[src/rtl/ob_ctlr_pkg.sv]
// Shared types and widths for the outbound C2H controller.
package ob_ctlr_pkg;

  typedef enum logic [1:0] {IDLE, ARB, STREAM, DONE} state_t;

  localparam int unsigned C2H_DW   = 64;
  localparam int unsigned RAM_DW   = 128;
  localparam logic [7:0]  KEEP_ALL = 8'hFF;

endpackage

[src/rtl/ob_rd_fifo.sv]
// Two-entry word FIFO between the RAM read port and the beat serialiser.
module ob_rd_fifo
  import ob_ctlr_pkg::*;
#(
  parameter int unsigned DW = RAM_DW
) (
  input  logic          clk,
  input  logic          rst,
  input  logic          push,
  input  logic [DW-1:0] din,
  input  logic          pop,
  output logic [1:0]    count,
  output logic [DW-1:0] dout
);

  logic [DW-1:0] mem [2];
  logic          wr_ptr;
  logic          rd_ptr;
  logic          do_push;
  logic          do_pop;

  assign do_pop  = pop && (count != 2'd0);
  assign do_push = push && ((count != 2'd2) || do_pop);
  assign dout    = mem[rd_ptr];

  always_ff @(posedge clk) begin
    if (rst) begin
      count  <= '0;
      wr_ptr <= 1'b0;
      rd_ptr <= 1'b0;
    end else begin
      if (do_push) wr_ptr <= ~wr_ptr;
      if (do_pop)  rd_ptr <= ~rd_ptr;
      count <= count + {1'b0, do_push} - {1'b0, do_pop};
    end
  end

  // Storage is deliberately left out of reset; only occupancy is cleared.
  always_ff @(posedge clk) begin
    if (do_push && !rst) mem[wr_ptr] <= din;
  end

endmodule

[src/rtl/ob_ctlr.sv]
// Outbound C2H controller: round-robin drains full 128-bit RAM buffers
// onto a 64-bit AXI-Stream, two beats per word, tlast on the final beat.
module ob_ctlr
  import ob_ctlr_pkg::*;
#(
  parameter int unsigned NUM_BUF   = 8,
  parameter int unsigned BUF_WORDS = 64,
  parameter int unsigned RD_LAT    = 1
) (
  input  logic                clk,
  input  logic                rst,
  input  logic [NUM_BUF-1:0]  RamValid,
  output logic [NUM_BUF-1:0]  BufDone,
  output logic                RdEn,
  output logic [31:0]         RdAddr,
  input  logic [RAM_DW-1:0]   RdData,
  output logic [C2H_DW-1:0]   s_axis_c2h_tdata_0,
  output logic [C2H_DW/8-1:0] s_axis_c2h_tkeep_0,
  output logic                s_axis_c2h_tlast_0,
  output logic                s_axis_c2h_tvalid_0,
  input  logic                s_axis_c2h_tready_0,
  output logic                Busy
);

  localparam int unsigned PTR_W = (NUM_BUF > 1) ? $clog2(NUM_BUF) : 1;
  localparam int unsigned WC_W  = $clog2(BUF_WORDS + 1);

  state_t             state;
  state_t             state_nxt;
  logic [PTR_W-1:0]   rr_ptr;
  logic [PTR_W-1:0]   cur_buf;
  logic [PTR_W-1:0]   grant_idx;
  logic [PTR_W-1:0]   cand;
  logic               grant_ok;
  logic [WC_W-1:0]    word_cnt;
  logic [WC_W-1:0]    out_cnt;
  logic               half;
  logic [RD_LAT-1:0]  rd_pipe;
  logic [1:0]         fifo_count;
  logic [RAM_DW-1:0]  fifo_dout;
  logic               hs;
  logic               last_hs;

  // Words in flight or buffered never exceed the two FIFO slots.
  ob_rd_fifo #(.DW(RAM_DW)) u_fifo (
    .clk   (clk),
    .rst   (rst),
    .push  (rd_pipe[RD_LAT-1]),
    .din   (RdData),
    .pop   (hs && half),
    .count (fifo_count),
    .dout  (fifo_dout)
  );

  assign s_axis_c2h_tvalid_0 = (fifo_count != 2'd0);
  assign s_axis_c2h_tkeep_0  = KEEP_ALL;
  assign s_axis_c2h_tdata_0  = !s_axis_c2h_tvalid_0 ? '0 :
                               half ? fifo_dout[RAM_DW-1:C2H_DW] : fifo_dout[C2H_DW-1:0];
  assign s_axis_c2h_tlast_0  = s_axis_c2h_tvalid_0 && half && (out_cnt == WC_W'(BUF_WORDS - 1));
  assign hs      = s_axis_c2h_tvalid_0 && s_axis_c2h_tready_0;
  assign last_hs = hs && s_axis_c2h_tlast_0;
  assign RdAddr  = 32'(cur_buf) * 32'(BUF_WORDS) + 32'(word_cnt);

  // First requesting buffer at or after rr_ptr, wrapping.
  always_comb begin
    grant_ok  = 1'b0;
    grant_idx = rr_ptr;
    cand      = rr_ptr;
    for (int unsigned off = 0; off < NUM_BUF; off++) begin
      cand = rr_ptr + PTR_W'(off);
      if (!grant_ok && RamValid[cand]) begin
        grant_ok  = 1'b1;
        grant_idx = cand;
      end
    end
  end

  always_ff @(posedge clk) begin
    if (rst) state <= IDLE;
    else     state <= state_nxt;
  end

  always_comb begin
    state_nxt = state;
    unique case (state)
      IDLE:    if (|RamValid) state_nxt = ARB;
      ARB:     state_nxt = grant_ok ? STREAM : IDLE;
      STREAM:  if (last_hs) state_nxt = DONE;
      DONE:    state_nxt = IDLE;
      default: state_nxt = IDLE;
    endcase
  end

  always_comb begin
    RdEn    = (state == STREAM) &&
              ((int'(fifo_count) + $countones(rd_pipe)) < 2) &&
              (word_cnt < WC_W'(BUF_WORDS));
    BufDone = (state == DONE) ? (NUM_BUF'(1) << cur_buf) : '0;
    Busy    = (state == STREAM) || (state == DONE) || ((state == ARB) && grant_ok);
  end

  always_ff @(posedge clk) begin
    if (rst) begin
      rr_ptr   <= '0;
      cur_buf  <= '0;
      word_cnt <= '0;
      out_cnt  <= '0;
      half     <= 1'b0;
      rd_pipe  <= '0;
    end else begin
      rd_pipe <= (rd_pipe << 1) | RD_LAT'(RdEn);
      if (state == ARB && grant_ok) begin
        cur_buf  <= grant_idx;
        word_cnt <= '0;
        out_cnt  <= '0;
        half     <= 1'b0;
      end else begin
        if (RdEn) word_cnt <= word_cnt + WC_W'(1);
        if (hs) begin
          half <= ~half;
          if (half) out_cnt <= out_cnt + WC_W'(1);
        end
      end
      if (state == DONE) rr_ptr <= cur_buf + PTR_W'(1);
    end
  end

endmodule
[config.mk]
export PLATFORM = sky130hd
export DESIGN_NAME = ob_ctlr
export DESIGN_NICKNAME = d
export VERILOG_FILES = /design/src/rtl/ob_ctlr_pkg.sv /design/src/rtl/ob_rd_fifo.sv /design/src/rtl/ob_ctlr.sv
export SDC_FILE = /design/constraint.sdc
export NUM_CORES = 1
export LEC_CHECK = 0
export CAP_MARGIN = 25
export CORE_MARGIN = 2
export CORE_UTILIZATION = 45
export DETAILED_ROUTE_END_ITERATION = 6
export GPL_ROUTABILITY_DRIVEN = 0
export PLACE_DENSITY_LB_ADDON = 0.3
export SYNTH_ARGS = -nofsm -noshare
export SYNTH_HDL_FRONTEND = slang
export SYNTH_SLANG_ARGS = --single-unit
[constraint.sdc]
create_clock -name clk -period 16.5 [get_ports clk]
set_input_delay 4.125 -clock clk [delete_from_list [all_inputs] [get_ports clk]]
set_output_delay 4.125 -clock clk [all_outputs]
set_load 0.01 [all_outputs]
# ---- After elaboration in Yosys (flattened, before gate mapping)
# Memories as Yosys holds them, arrays and structs flattened. A register that Yosys moved wholly into a read port is not among the register bits.
# Index checks and enable logic that the tools add are counted.
# Widths: inputs -> output; s select.
dict set report op_classes {
  n_eq_ne 7
  n_reduce_logical 35
  n_addsub 14
  shift 1
  n_bitwise 3
  mux 42
  magnitude_cmp 10
}
# operator count
set ops {}
lappend ops {{$mux 64} 2}
lappend ops {{$lt 3x4->1 const B} 8}
lappend ops {{$bmux 1 s3} 8}
lappend ops {{$mux 3} 7}
lappend ops {{$mux 1} 20}
lappend ops {{$logic_and 1x1->1} 18}
lappend ops {{$add 7x1->7 const B} 2}
lappend ops {{$add 3x3->3 const B} 4}
lappend ops {{$add 9x7->10} 1}
lappend ops {{$logic_not 1->1} 8}
lappend ops {{$mux 8} 1}
lappend ops {{$pmux 2 s4} 1}
lappend ops {{$reduce_or 8->1} 1}
lappend ops {{$shl 1x3->8 const A} 1}
lappend ops {{$eq 7x6->1 const B} 1}
lappend ops {{$lt 7x7->1 const B} 1}
lappend ops {{$add 3x1->3 const B} 2}
lappend ops {{$add 3x2->3 const B} 2}
lappend ops {{$mux 2} 3}
lappend ops {{$ne 2x2->1 const B} 3}
lappend ops {{$eq 2x2->1 const B} 2}
lappend ops {{$reduce_and 2->1} 2}
lappend ops {{$add 2x1->3} 1}
lappend ops {{$logic_or 1x1->1} 3}
lappend ops {{8 further kinds} 10}
dict set report totals {
  ramBits 256
  ff_bits 28
  in_bits 139
  output_inout_bits 116
  memories 1
}
# name words width rd rd_clocked_by_memory_dff write_ports line
set mem_list {}
lappend mem_list {u_fifo.mem 2 128 1 1 1 ob_rd_fifo.sv:16} ;# logic [DW-1:0] mem [2];

# ---- Longest topological paths before layout
dict set report depth {
  word_depth 26
  mapped_depth 13
  mapped_depth_nobuf 9
}

# ---- Hierarchy
# From an unflattened synthesis, not the netlist that was laid out.
dict set report hier_totals {
  cells_unflattened 878
  area_unflattened_um2 13126.3
}
# module n_inst cells_per_inst area_each_um2 seq_area_each_um2
set modules_own_cells {}
lappend modules_own_cells {ob_rd_fifo 1 421 9440.3 7787.5}
lappend modules_own_cells {ob_ctlr 1 457 3686.0 480.5}

# ---- Worst setup path after synthesis
# OpenSTA, ideal clock, no wires.
dict set report synth_timing {
  path_kind {input-to-reg}
  from {input port s_axis_c2h_tready_0}
  to {memory u_fifo.mem[1][0] (netlist name), enable pin}
  arrival_time_ps 13903
  setup_ps 798
  cell_stages 4
  path_slack_ps 1799
  cell_sequence {nand3_1 -> clkinv_1 -> o21ai_0 -> nor3b_1}
}
dict set report synth_via {
  elab_chain_cells 8
}
# element line
set synth_lines {}
lappend synth_lines {{from (decl)} ob_ctlr.sv:21} ;# input logic s_axis_c2h_tready_0,
lappend synth_lines {{$logic_and 1x1->1} ob_ctlr.sv:60} ;# assign hs = s_axis_c2h_tvalid_0 && s_axis_c2h_tready_0;
lappend synth_lines {{$logic_and 1x1->1} ob_ctlr.sv:50} ;# .pop (hs && half),
lappend synth_lines {{$logic_and 1x1->1} ob_rd_fifo.sv:22} ;# assign do_pop = pop && (count != 2'd0);
lappend synth_lines {{via u_fifo.do_pop} ob_rd_fifo.sv:20} ;# logic do_pop;
lappend synth_lines {{$logic_or 1x1->1} ob_rd_fifo.sv:23} ;# assign do_push = push && ((count != 2'd2) || do_pop);
lappend synth_lines {{$logic_and 1x1->1} ob_rd_fifo.sv:23}
lappend synth_lines {{$logic_and 1x1->1} ob_rd_fifo.sv:40} ;# if (do_push && !rst) mem[wr_ptr] <= din;
lappend synth_lines {{$mux 1} ob_rd_fifo.sv:40}
lappend synth_lines {{$mux 1 (not written as such)} ob_rd_fifo.sv:40}
lappend synth_lines {{to (decl)} ob_rd_fifo.sv:16}
# The timed path passes the listed nets, and every way through them passes these cells.

# ---- Worst setup path in the final report
dict set report layout_timing {
  from {input port RamValid[7]}
  to {output port Busy}
}
dict set report layout_via {
  elab_chain_cells 26
  elab_cells_between_ends 40
}
# element line
set layout_lines {}
lappend layout_lines {{from (decl)} ob_ctlr.sv:12} ;# input logic [NUM_BUF-1:0] RamValid,
lappend layout_lines {{$bmux 1 s3} ob_ctlr.sv:71} ;# if (!grant_ok && RamValid[cand]) begin
lappend layout_lines {{$mux 1 (not written as such)} ob_ctlr.sv:71}
lappend layout_lines {{$mux 1} ob_ctlr.sv:71}
lappend layout_lines {{$logic_not 1->1} ob_ctlr.sv:71}
lappend layout_lines {{$logic_and 1x1->1} ob_ctlr.sv:71}
lappend layout_lines {{$mux 1} ob_ctlr.sv:71}
lappend layout_lines {{$logic_not 1->1} ob_ctlr.sv:71}
lappend layout_lines {{$logic_and 1x1->1} ob_ctlr.sv:71}
lappend layout_lines {{[10 not listed]} --}
lappend layout_lines {{$logic_not 1->1} ob_ctlr.sv:71}
lappend layout_lines {{$logic_and 1x1->1} ob_ctlr.sv:71}
lappend layout_lines {{$mux 1} ob_ctlr.sv:71}
lappend layout_lines {{$logic_not 1->1} ob_ctlr.sv:71}
lappend layout_lines {{$logic_and 1x1->1} ob_ctlr.sv:71}
lappend layout_lines {{$mux 1 *} ob_ctlr.sv:71}
lappend layout_lines {{$logic_and 1x1->1 *} ob_ctlr.sv:99} ;# Busy = (state == STREAM) || (state == DONE) || ((state == ARB) && grant_ok);
lappend layout_lines {{$logic_or 1x1->1 *} ob_ctlr.sv:99}
lappend layout_lines {{to (decl)} ob_ctlr.sv:22} ;# output logic Busy
# Every way passes the cells marked *; elsewhere a longest branch is shown, timed or not. The select of a mux whose other input is x is not followed.

==> run summary <==
outcome - completed
Residual DRC - 0
ys async rst share - 0
post-DP HPWL - 15640 µm
Psw - 0.0003276 W
sw frac - 0.2077
non-filler cells, final - 1285
CTS root buf - clkbuf_16
most numerous cell in the Yosys netlist - edfxtp_1
Clock Pin Slew Worst Setup and Hold Paths - 0.06 ns
Post-synth top cells - 256 x edfxtp_1, 74 x mux4_2, 66 x and2_1
post-CTS setup buffer count - 0
syn avg cell area - 17.56 µm²
Top FF cell, synth - edfxtp_1
max-slew violation count - 0
Yosys Warn Count - 0
total of max-cap violations - 0
DR vias - 6740
CP Launch Type - input port
Pint - 0.001249 W
clock tree from TritonCTS - done
die area - 0.02846 mm²
first-pass GRT wire length - 37470 µm
H-tree levels - 1
Ports - 255
Worst Setup End Kind - primary output
Flop pwr share - 0.510
core area - 0.02680 mm²
Setup Viol. Count Final - 0
Port Buffers - 224
largest net degree at the start of global routing - 71
Worst Hold Class - reg2reg
PwrDens - 101.0 mW/mm²
fin crit period - 11.03 ns
Slew HR - 0.3663
Period Utilization, post-route - 0.6683
Worst-Skew Late Latency - 0.55 ns
Clock Skews - 0.02032 ns
number of DRC markers in iteration 0 - 366
antenna-violating nets left - 0
final net count - 1074
number of global-route vias before repair - 6950
chip width - 168.7 µm
Post-synth EDFFs - 256
Max rail drop VDD - 95.53 µV
# rows - 60
Placed Cells - 1229
WP data arrival - 6.90 ns
Fin Setup TNS - 0 ns
Crit Path Class - in2out
final WL - 24140 µm
Via density - 5.245
wire per inst - 18.79 µm
Peak Freq - 90.69 MHz
CTS Sinks - 285
Synth-to-Final Area Change - 27.96%
GRT Total Usage - 0.1681
mapped cell area - 0.01221 mm²
Starting Density - 0.4554
Inserted Clock Buffers - 30
Die Y - 168.7 µm
final hold vios - 0
Seq/Total Area, Yosys - 0.6774
Comb power frac - 0.085
library cells used by synthesis - 56
post-CTS sizing - 0
Detailed Routing Iterations Pass 1 - 4
Yosys reg bits - 285
hold_buf cts - 0
initial antenna violation count - 2
Synth top area share - 0.6298
Clock power frac - 0.405
antenna fix cells - 0
Max Root-Sink Buffers - 3
GRT overflow - 0
share of cells above drive strength 1 - 0.1568
Crit Path Max Fanout - 7
Crit path required time - 12.38 ns
RSZ-0062 raised after global routing - no
leakage - 5.145 nW
largest cells by area after synthesis - edfxtp_1 63%, mux4_2 14%, dfxtp_1 4.8%
Post-Synthesis Cells - 695
Fillers - 2091
Synth area leader - edfxtp_1
Slew @ Worst Pin - 0.9506 ns
-- registers in the layout (all words and copies together), names as in the netlist, named ones only --
signal         count
out_cnt            7
rr_ptr             3
u_fifo.rd_ptr      1
cur_buf            3
rd_pipe            1
state              1
word_cnt           7
half               1
u_fifo.wr_ptr      1
u_fifo.mem       256
u_fifo.count       2
-- metal layers --
metal / vias up / GRT usage / routed length [µm]
met3: 43 / 0.04746 / 1777
met4: 4 / 0.04198 / 504
li1: 3108 / - / -
met1: 3372 / 0.2132 / 10010
met5: - / 0 / 30
met2: 213 / 0.2872 / 11820
-- power by group through the flow --
stage	combinational, W	clock, W	sequential, W
floorplan	0.0000725	0	0.000818
global placement	0.000131	0	0.000820
detailed placement	0.000132	0	0.000821
CTS	0.000133	0.000656	0.000805
global route	0.000145	0.000682	0.000805
finish	0.000134	0.000639	0.000804
-- final cells by class --
type | instances | area [µm²] | area share
timing repair buffer | 233 | 2330 | 0.1492
clock inverter | 18 | 167.7 | 0.01073
multi-input combinational | 356 | 3586 | 0.2296
sequential | 285 | 8275 | 0.5298
inverter | 15 | 56.30 | 0.003605
tap | 341 | 426.7 | 0.02732
clock buffer | 37 | 777.0 | 0.04975
-- final timing paths --
| kind | from | to | slack [ns] | cells past startpoint |
|---|---|---|---|---|
| setup / recovery | RamValid[7] | Busy | 5.47 | 8 |
| hold / removal | out_cnt[6]$_SDFFE_PP0N_ | out_cnt[6]$_SDFFE_PP0N_ | 0.49 | 2 |
| setup reg to reg | rr_ptr[0]$_SDFFE_PP0P_ | cur_buf[1]$_SDFFE_PP0P_ | 12.19 | 9 |
| hold reg to reg | out_cnt[6]$_SDFFE_PP0N_ | out_cnt[6]$_SDFFE_PP0N_ | 0.49 | 2 |
-- per-stage QoR --
step | worst slack (ns) | hold WS [ns] | util | area (µm²) | total power [W]
global route | 5.306 | 0.5056 | 0.5828 | 15620 | 0.001633
global placement | 5.532 | 0.4632 | 0.5465 | 14650 | 0.0009510
detailed placement | 5.499 | 0.4752 | 0.5465 | 14650 | 0.0009530
CTS | 5.487 | 0.4841 | 0.5817 | 15590 | 0.001594
floorplan | 1.799 | 0.4520 | - | 12310 | 0.0008907
finish | 5.474 | 0.4890 | 0.5828 | 15620 | 0.001577
-- cell families after synthesis --
logic type,share of synthesized area
AOI/OAI and AO/OA,0.02870
and+or+nand+nor,0.07094
muxes,0.1561
buffers and inverters,0.03824
DFF,0.6774
other,0.0006153
adders and majority gates,0.01435
xor gates and xnor gates,0.01363
-- placed cells by master, fill, tap and decap left out, types with 4 or more instances in the layout --
| master | n |
|---|---|
| edfxtp_1 | 256 |
| conb_1 | 30 |
| and2_1 | 66 |
| nand2_1 | 19 |
| inv_1 | 12 |
| clkdlybuf4s50_1 | 224 |
| a21oi_1 | 11 |
| buf_4 | 8 |
| clkbuf_16 | 30 |
| mux2i_1 | 13 |
| clkinv_1 | 10 |
| mux4_2 | 74 |
| nor2b_1 | 4 |
| ha_1 | 14 |
| dfxtp_1 | 27 |
| xnor2_1 | 6 |
| nor2_1 | 25 |
| nand3_1 | 5 |
| nor2_2 | 6 |
| xor2_1 | 13 |
| clkinv_2 | 7 |
| o21ai_0 | 10 |
| and3_1 | 11 |
| clkbuf_1 | 7 |
-- worst max-delay path, stage by stage --
cell             delay (ns)
clkdlybuf4s50_1        0.51
mux4_1                 0.66
mux2i_4                0.26
inv_1                  0.10
or4b_4                 0.54
o21ai_0                0.17
nand2b_1               0.07
clkdlybuf4s50_1        0.47
(Power assumes the default switching activity.)
